$ cat src/rtl/sram_arbiter.sv
// ============================================================================
// Module   : sram_arbiter
// Purpose  : Two-port round-robin arbiter and setup/strobe/release sequencer
//            for the 4x4 SRAM macro, with one-cycle per-port responses.
// Revision : 1.0 - initial release
// ============================================================================
`default_nettype none

module sram_arbiter #(
    parameter int ADDR_W = 2,
    parameter int DATA_W = 4
) (
    input  logic              clk,
    input  logic              rst,
    input  logic              req0_valid,
    output logic              req0_ready,
    input  logic              req0_op,
    input  logic [ADDR_W-1:0] req0_addr,
    input  logic [DATA_W-1:0] req0_wdata,
    output logic              rsp0_valid,
    output logic [DATA_W-1:0] rsp0_rdata,
    input  logic              req1_valid,
    output logic              req1_ready,
    input  logic              req1_op,
    input  logic [ADDR_W-1:0] req1_addr,
    input  logic [DATA_W-1:0] req1_wdata,
    output logic              rsp1_valid,
    output logic [DATA_W-1:0] rsp1_rdata,
    output logic [ADDR_W-1:0] sram_select,
    output logic              sram_operation,
    output logic              sram_enable,
    output logic [DATA_W-1:0] sram_data_in,
    input  logic [DATA_W-1:0] sram_data_out
);

    typedef enum logic [1:0] {
        S_IDLE   = 2'd0,
        S_SETUP  = 2'd1,
        S_STROBE = 2'd2,
        S_RESP   = 2'd3
    } state_t;

    state_t            r_state;
    state_t            w_next;
    logic              r_last_grant;
    logic              r_id;
    logic              r_op;
    logic [ADDR_W-1:0] r_addr;
    logic [DATA_W-1:0] r_wdata;
    logic [DATA_W-1:0] r_rdata0;
    logic [DATA_W-1:0] r_rdata1;
    logic              r_sram_en;
    logic              r_sram_op;
    logic              r_rsp0;
    logic              r_rsp1;

    logic              w_grant0;
    logic              w_grant1;
    logic              w_accept;
    logic              w_sram_en_nx;
    logic              w_sram_op_nx;

    assign w_grant0   = req0_valid && (!req1_valid || r_last_grant);
    assign w_grant1   = req1_valid && (!req0_valid || !r_last_grant);
    assign req0_ready = (r_state == S_IDLE) && w_grant0 && !rst;
    assign req1_ready = (r_state == S_IDLE) && w_grant1 && !rst;
    assign w_accept   = req0_ready || req1_ready;

    always_comb begin
        w_next       = r_state;
        w_sram_en_nx = 1'b0;
        w_sram_op_nx = 1'b1;
        case (r_state)
            S_IDLE:   if (w_accept) w_next = S_SETUP;
            S_SETUP:  w_next = S_STROBE;
            S_STROBE: w_next = S_RESP;
            S_RESP:   w_next = S_IDLE;
            default:  w_next = S_IDLE;
        endcase
        // Pin controls are registered from the next state so the SRAM sees
        // clean, glitch-free edges; read polarity is kept whenever disabled.
        if (w_next == S_STROBE) begin
            w_sram_en_nx = 1'b1;
            w_sram_op_nx = r_op;
        end
    end

    always_ff @(posedge clk) begin
        if (rst) begin
            r_state      <= S_IDLE;
            r_last_grant <= 1'b1;
            r_id         <= 1'b0;
            r_op         <= 1'b1;
            r_addr       <= '0;
            r_wdata      <= '0;
            r_rdata0     <= '0;
            r_rdata1     <= '0;
            r_sram_en    <= 1'b0;
            r_sram_op    <= 1'b1;
            r_rsp0       <= 1'b0;
            r_rsp1       <= 1'b0;
        end else begin
            r_state   <= w_next;
            r_sram_en <= w_sram_en_nx;
            r_sram_op <= w_sram_op_nx;
            r_rsp0    <= (w_next == S_RESP) && !r_id;
            r_rsp1    <= (w_next == S_RESP) && r_id;
            if (w_accept) begin
                r_id         <= req1_ready;
                r_last_grant <= req1_ready;
                r_op         <= req1_ready ? req1_op    : req0_op;
                r_addr       <= req1_ready ? req1_addr  : req0_addr;
                r_wdata      <= req1_ready ? req1_wdata : req0_wdata;
            end
            if (r_state == S_STROBE) begin
                if (r_id) r_rdata1 <= r_op ? sram_data_out : '0;
                else      r_rdata0 <= r_op ? sram_data_out : '0;
            end
        end
    end

    assign sram_select    = r_addr;
    assign sram_data_in   = r_wdata;
    assign sram_enable    = r_sram_en;
    assign sram_operation = r_sram_op;
    assign rsp0_valid     = r_rsp0;
    assign rsp1_valid     = r_rsp1;
    assign rsp0_rdata     = r_rdata0;
    assign rsp1_rdata     = r_rdata1;

endmodule

`default_nettype wire

$ cat config.mk
export PLATFORM = sky130hd
export DESIGN_NAME = sram_arbiter
export DESIGN_NICKNAME = d
export VERILOG_FILES = /design/src/rtl/sram_arbiter.sv
export SDC_FILE = /design/constraint.sdc
export NUM_CORES = 1
export LEC_CHECK = 0
export CORE_ASPECT_RATIO = 0.7
export CORE_MARGIN = 5
export CORE_UTILIZATION = 30
export DETAILED_ROUTE_END_ITERATION = 10
export PLACE_DENSITY = 0.66
export SKIP_LAST_GASP = 1
export SYNTH_ARGS = -nofsm -noshare
export SYNTH_HDL_FRONTEND = slang
export SYNTH_SLANG_ARGS = --single-unit
$ cat constraint.sdc
create_clock -name clk -period 2.25 [get_ports clk]
set_clock_uncertainty 0.2 [all_clocks]
set_input_delay 0.45 -clock clk [delete_from_list [all_inputs] [get_ports clk]]
set_output_delay 0.45 -clock clk [all_outputs]
set_load 0.02 [all_outputs]
# Yosys cells after proc, flatten, opt, wreduce, memory -nomap -nowiden
# Cells that the tools add are included.
# word_totals
regBits	23
out_inout_bits	20
elab_cells	46
# op_classes
eq_ne	5
n_mux	7
bitwise	2
n_reduce_logical	20
# ops
op	count
$eq A2 B2 Y1 const B	4
$logic_and A1 B1 Y1	8
$mux W4	2
$pmux W2 S4	1
$logic_not A1 Y1	5
$mux W2	2
$reduce_and A2 Y1	2
$logic_or A1 B1 Y1	3
$eq A2 B1 Y1 const B	1
$logic_not A2 Y1	1
$mux W1	2
$not A1 Y1	2
$reduce_or A2 Y1	1

# Longest topological paths before layout
# Gate-level depths: netlist of run 1.
# logic_depth
ltp_word	11
ltp_mapped	6
depth_no_buf	5

# Worst setup path before layout of run 1
# Ideal clock, no wire load.
# synth_timing
path_type	register to output
startpoint	reg r_state[0]
endpoint	out req1_ready
t_arrival_ns	1.236
required_ns	1.600
setup_slack_ns	0.364
stages_incl_launch_ff	7
path_cell_list	dfxtp_1 inv_1 ha_1 and2_1 buf_6 nand2_1 nor2_1
# synth_between
elab_chain_len	3
# synth_lines
element	line_no	rtl
from (decl)	43	state_t r_state;
from (signal assigned)	103	r_state <= w_next;
$logic_not A2 Y1	66	assign req1_ready = (r_state == S_IDLE) && w_grant1 && !rst;
$logic_and A1 B1 Y1 (2 in a row)	66	
to (decl)	23	output logic req1_ready,
# No other way between the ends.

# Worst setup path after layout of run 1
# layout_timing
startpoint	in req1_valid
endpoint	out req1_ready
# layout_between
elab_chain_len	3
# layout_lines
element	line_no	rtl
from (decl)	22	input logic req1_valid,
$logic_and A1 B1 Y1	64	assign w_grant1 = req1_valid && (!req0_valid || !r_last_grant);
$logic_and A1 B1 Y1 (2 in a row)	66	
# No other way between the ends.

==> summary.md, run 1 <==
| Metric | Value |
|---|---|
| Clock transition at the registers of the reported paths | ~70 ps |
| Max FO, Critical Path | 2 |
| Net Count, Synth | approximately 140 |
| Delay-heaviest family, CP | buffers and inverters |
| # DRC | 0 |
| Core area | between 3000 and 4000 sq um |
| Final Hold Viols | 0 |
| Ports | 42 |
| Reg area | roughly 460 sq um |
| Hold Crit Class | flop to flop |
| Mapped Cells | between 100 and 150 |
| Worst setup EP type | primary output |
| Status | finished clean |
| PD cells | 966 nW/um^2 |
| Total CTS buffers | 3 |
| Sw power | about 0.00056 W |
| First-pass GRT wire length | 4.45 mm |
| Number of synthesized flops with an enable pin | 0 |
| Setup TNS | 0 ps |
| Crit path largest cell delay | about 470 ps |
| Die width | approximately 80 um |
| GP Congestion | slightly below 0.8 |
| Final min period | between 2000 and 2500 ps |
| #FFs+latches synth | 23 |
| CTS root buf | clkbuf_8 |
| Adder-cell share of the synthesized area | slightly above 6% |
| Switching share of power | between 30 and 40% |
| Drt initial violations | 84 |
| Clock sinks | 23 |
| Setup Crit Path Kind | input port to primary output |
| Overall routed net length | between 2 and 3 mm |
| Worst vdd ir | 0.000401 V |
| Internal Power | about 0.001 W |
| Synth async-reset ratio | 0% |
| Avg WL per Cell | approximately 13 um |
| Rel. slew slack | a little under three quarters |
| TritonCTS clock tree | done |
| Leakage | about 0.61 nW |
| Clock Power Share | between 15 and 20% |
| Most common cell after layout, fill and taps aside | clkdlybuf4s50_1 |
| Max_cap viols | 0 |
| CP bufs+invs | 2 |
| Cells along the critical path | clkdlybuf4s50_1, and2_1, nand2_1, nor2_1, buf_2 |
| Vias in the first global route | 967 |
| Syn_area_per_cell | 8.82 sq um |
| Synth unique cells | 28 |
| Unrepaired setup endpoints after global routing | false |
| Hpwl dp | 2.24 mm |
| Least-Margin Pin Slew | roughly 440 ps |
| Slowest cell on the critical path | clkdlybuf4s50_1 |
| Buffers on Ports | 41 |
| Final net count | just under 200 |
| Area of the multi-input gates | 520 sq um |
| Multiplexer area fraction after synthesis | between 3 and 4% |
| All-layer global routing usage | a little under an eighth |
| H-tree Lvls | 1 |
| Fillers | 323 |
| Largest net degree at the start of global routing | 18 |
| WP data required | ~1600 ps |
| Starting density of the core | 31.9% |
| Leading post-synthesis cells by cell area | dfxtp_1 (45%), ha_1 (6.1%), nand3_1 (5.3%) |
| Max Fclk | ~470 MHz |
| Xor and xnor area share after synthesis | 0% |
| Seq pwr share | between 30% and 40% |
| # Post-CTS Setup Buffers | 0 |
| Register area share after synthesis | between 40 and 50% |
| Final Cycle Share | between 90% and 100% |
| Worst path arrival time | ~1500 ps |
| Layout cells sized above 1 | roughly 14% |
| # setup viols final | 0 |
| Leading area contributor after synthesis | dfxtp_1 |
| Post-DR vias/cell | between 4 and 5 |
| Row count | 17 |
| Yosys warnings | 0 |
| Clock Tree Buf Depth | 2 |
| Post-CTS Hold Fix Bufs | 0 |
| Compound-Gate Fraction of Synth Area | about 16% |
| Max Slew Vio Count | 0 |
| Vias | approximately 1,000 |
| Syn Std Cell Area | between 1000 and 1500 sq um |
| Comb pwr share | around half |
| Hold WS | 257 ps |
| Die footprint | approximately 4700 sq um |
| Die Ht | about 60 um |
| Post-DRT Antenna Nets | 0 |
| Grt total ovfl | 0 |
| Combinational family with the most area after synthesis | simple AND/OR/NAND/NOR gates |
| Commonest cells after routing, fill and taps aside | clkdlybuf4s50_1 (39), dfxtp_1 (23), buf_4 (15), nand3_1 (11) |
| Skew-Pair Late Insertion Delay | roughly 260 ps |
| Initial antenna violation count | 0 |
| Layout area overhead | 55.5% |
| Synth top area share | between 40% and 50% |
| Simple-gate share of the synthesized area | around a quarter |
| CP Launch Type | input port |
| First-pass DRT Iterations | 4 |
| Diode count | 0 |
| Main synth FF type | dfxtp_1 |
## cell type report
| cell class | instances | share of cell area [%] |
|---|---|---|
| clock buffers | 4 | 2.81 |
| inverters | 2 | 0.468 |
| multi-input cells | 85 | 32.4 |
| flip-flops and latches | 23 | 28.7 |
| well taps | 47 | 3.66 |
| repair buffers | 56 | 32.0 |
## Yosys cell counts, types with 2 or more instances
master / number
buf_2: 2
nand4_1: 2
o21ai_0: 7
and2_1: 5
nand2_1: 10
ha_1: 5
a21oi_1: 10
dfxtp_1: 23
a31oi_1: 3
inv_1: 2
clkbuf_1: 2
nor2_1: 8
nand3_1: 11
buf_4: 2
nand2b_1: 2
a311oi_1: 4
mux2i_1: 4
nor2b_1: 4
a211oi_1: 2
## worst min-delay path, stage by stage (launching register included)
cell	delay, ps
dfxtp_1	310
nand2_1	50
a21oi_1	50
## what timing repair did
| item | CTS | global route |
|---|---|---|
| setup endpoints to repair | 2 | 2 |
| resized for setup | 5 | 2 |
| pin swaps | 0 | 0 |
## path summary, 6_finish.rpt
path | from | end | slack [ps] | cells past startpoint
max reg2reg | r_state[0] | rsp0_rdata[3] | 440 | 6
min | rsp1_rdata[1] | rsp1_rdata[1] | 260 | 2
max | req1_valid | req1_ready | 140 | 5
min reg2reg | rsp1_rdata[1] | rsp1_rdata[1] | 260 | 2
## registers in the layout, indices dropped and copies added (netlist names), 2 cells and up
name and flops:
sram_select 2, rsp1_rdata 4, sram_data_in 4, rsp0_rdata 4
r_state 2
## metrics by stage
step                      instances  power (W)  utilization, %  area [sq um]  worst slack [ps]
after floorplan                 117   0.000991               -          1030               364
after global placement          213    0.00129            48.6          1570              -330
after detailed placement        213    0.00131            48.6          1570              -319
after CTS                       217    0.00157            50.0          1620              16.2
after global routing            217    0.00166            49.7          1610              54.5
final                           217    0.00155            49.7          1610               136
## routing by layer
layer | wire (um) | global-route usage (%) | vias up
li1 | - | - | 514
met1 | 1320 | 15.8 | 466
met2 | 1230 | 18.3 | 33
met3 | 228 | 5.17 | 2
met4 | 23 | 2.17 | 0
met5 | 0 | 0 | -
## power by group through the flow
| stage | combinational [W] | sequential, W | clock (W) |
|---|---|---|---|
| 3_5_place_dp | 0.000752 | 0.000560 | 0 |
| 6_report | 0.000754 | 0.000551 | 0.000246 |
| 4_1_cts | 0.000762 | 0.000552 | 0.000254 |
| 3_3_place_gp | 0.000738 | 0.000557 | 0 |
| 2_1_floorplan | 0.000380 | 0.000611 | 0 |
| 5_1_grt | 0.000817 | 0.000565 | 0.000273 |
## kinds of logic after synthesis
kind of cell,count (synthesis)
mux,4
flops,23
simple gates,49
compound gates,27
fa+ha+maj,5
buf+inv,9
(Power assumes the default switching activity.)
==> inputs of run 2 (changes only) <==
- CORE_UTILIZATION: 30 -> 35
- PLACE_DENSITY: 0.66 -> 0.74
==> summary.md, run 2 (synthesis gave the netlist of run 1 again) <==
| Metric | Value |
|---|---|
| Worst hold start | rsp1_rdata[0] |
| Layout cells sized above 1 | 12.5% |
| Ports | 42 |
| PD cells | 979 nW/um^2 |
| Setup Crit Path Kind | input port to primary output |
| Worst vdd ir | 0.000449 V |
| Commonest cells after routing, fill and taps aside | clkdlybuf4s50_1 (39), dfxtp_1 (23), buf_4 (13), nand3_1 (11) |
| Clock Tree Buf Depth | 2 |
| Worst setup EP type | primary output |
| Hpwl dp | around 2.2 mm |
| Least-Margin Pin Slew | approximately 440 ps |
| Final net count | about 200 |
| Overall Power | roughly 0.0015 W |
| Vias in the first global route | 998 |
| Clock sinks | 23 |
| Starting density of the core | between 30% and 40% |
| Worst path arrival time | about 1500 ps |
| Overall routed net length | about 2.7 mm |
| All-layer global routing usage | between 10% and 20% |
| Largest net degree at the start of global routing | 24 |
| TritonCTS clock tree | done |
| Max Fclk | between 400 and 500 MHz |
| Final non-filler cell area | between 1500 and 2000 sq um |
| Skew-Pair Late Insertion Delay | around 260 ps |
| Row count | 16 |
| Final Hold Viols | 0 |
| Die width | roughly 75 um |
| Avg WL per Cell | 13.4 um |
| Final core occ | 56.3% |
| Reg area | roughly 460 sq um |
| Total CTS buffers | 3 |
| Max_cap viols | 0 |
| Vias | roughly 1,000 |
| Leakage | about 0.60 nW |
| Initial antenna violation count | 0 |
| H-tree Lvls | 1 |
| First-pass GRT wire length | ~4.6 mm |
| Dpl cell area | roughly 1500 sq um |
| Buffers on Ports | 41 |
| RR Startpoint | r_state[0] |
| Rel. slew slack | 70.9% |
| Setup TNS | 0 ps |
| CTS root buf | clkbuf_8 |
| # DRC | 0 |
| Die Ht | roughly 55 um |
| Clock transition at the registers of the reported paths | about 80 ps |
| Core area | 2800 sq um |
| # setup viols final | 0 |
| CP Launch Type | input port |
| Layout area overhead | 52.7% |
| Status | finished clean |
| GP Congestion | approximately 0.82 |
| CP startpoint | req1_valid |
| Fillers | between 200 and 300 |
| Area of the multi-input gates | 520 sq um |
| Post-DRT Antenna Nets | 0 |
| First-pass DRT Iterations | 4 |
| Final min period | ~2100 ps |
| Max FO, Critical Path | 4 |
| Unrepaired setup endpoints after global routing | false |
| Grt total ovfl | 0 |
| Die footprint | between 4000 and 5000 sq um |
| # Post-CTS Setup Buffers | 0 |
| Hold Crit Class | flop to flop |
| Post-DR vias/cell | between 4 and 5 |
| Final Cycle Share | between 90% and 100% |
| Diode count | 0 |
| Hold WS | between 200 and 300 ps |
| Max Slew Vio Count | 0 |
| Most common cell after layout, fill and taps aside | clkdlybuf4s50_1 |
| WP data required | around 1600 ps |
| Drt initial violations | a little over 40 |
run 2: cell types whose count changed in the layout (fill, tap and decap cells not counted):
cell	before	now
buf_2	1	0
clkbuf_2	1	2
buf_4	15	13
run 2: repair_timing:
item,in CTS,in global routing
endpoints found under the setup margin,2,2
gates resized for setup,3,3
hold buffers,0,0
run 2: final timing paths:
path	end	slack, ps	cells past startpoint
max	req0_ready	150	5
max reg2reg	rsp0_rdata[3]	460	6
min reg2reg	rsp1_rdata[0]	260	2
min	rsp1_rdata[0]	260	2
run 2: worst max-delay path: stages:
cell,delay [ps]
clkdlybuf4s50_1,480
buf_4,120
nand2b_1,60
and3_2,190
clkbuf_2,150
run 2: cell type report:
class,count,share of cell area (%)
Clock buffer,4,2.86
Inverter,2,0.476
Multi-Input combinational cell,85,33.0
Sequential cell,23,29.2
Tap cell,36,2.86
Timing Repair Buffer,54,31.6
run 2: layer usage:
layer	vias up	routed length, um	GRT usage [%]
li1	509	-	-
met1	471	1310	19.2
met2	32	1210	21.5
met3	2	200	4.71
met4	0	20	3.05
met5	-	0	0
run 2: power by group:
group	total [W]	switching, W	internal [W]
sequential	0.000552	0.0000575	0.000494
clock	0.000248	0.000122	0.000126
combinational	0.000744	0.000374	0.000370
run 2: through the flow:
| stage | instances | setup WS, ps |
|---|---|---|
| floorplan | 117 | 364 |
| global placement | 200 | -268 |
| detailed placement | 200 | -279 |
| CTS | 204 | -9.21 |
| global route | 204 | 84.6 |
| finish | 204 | 150 |
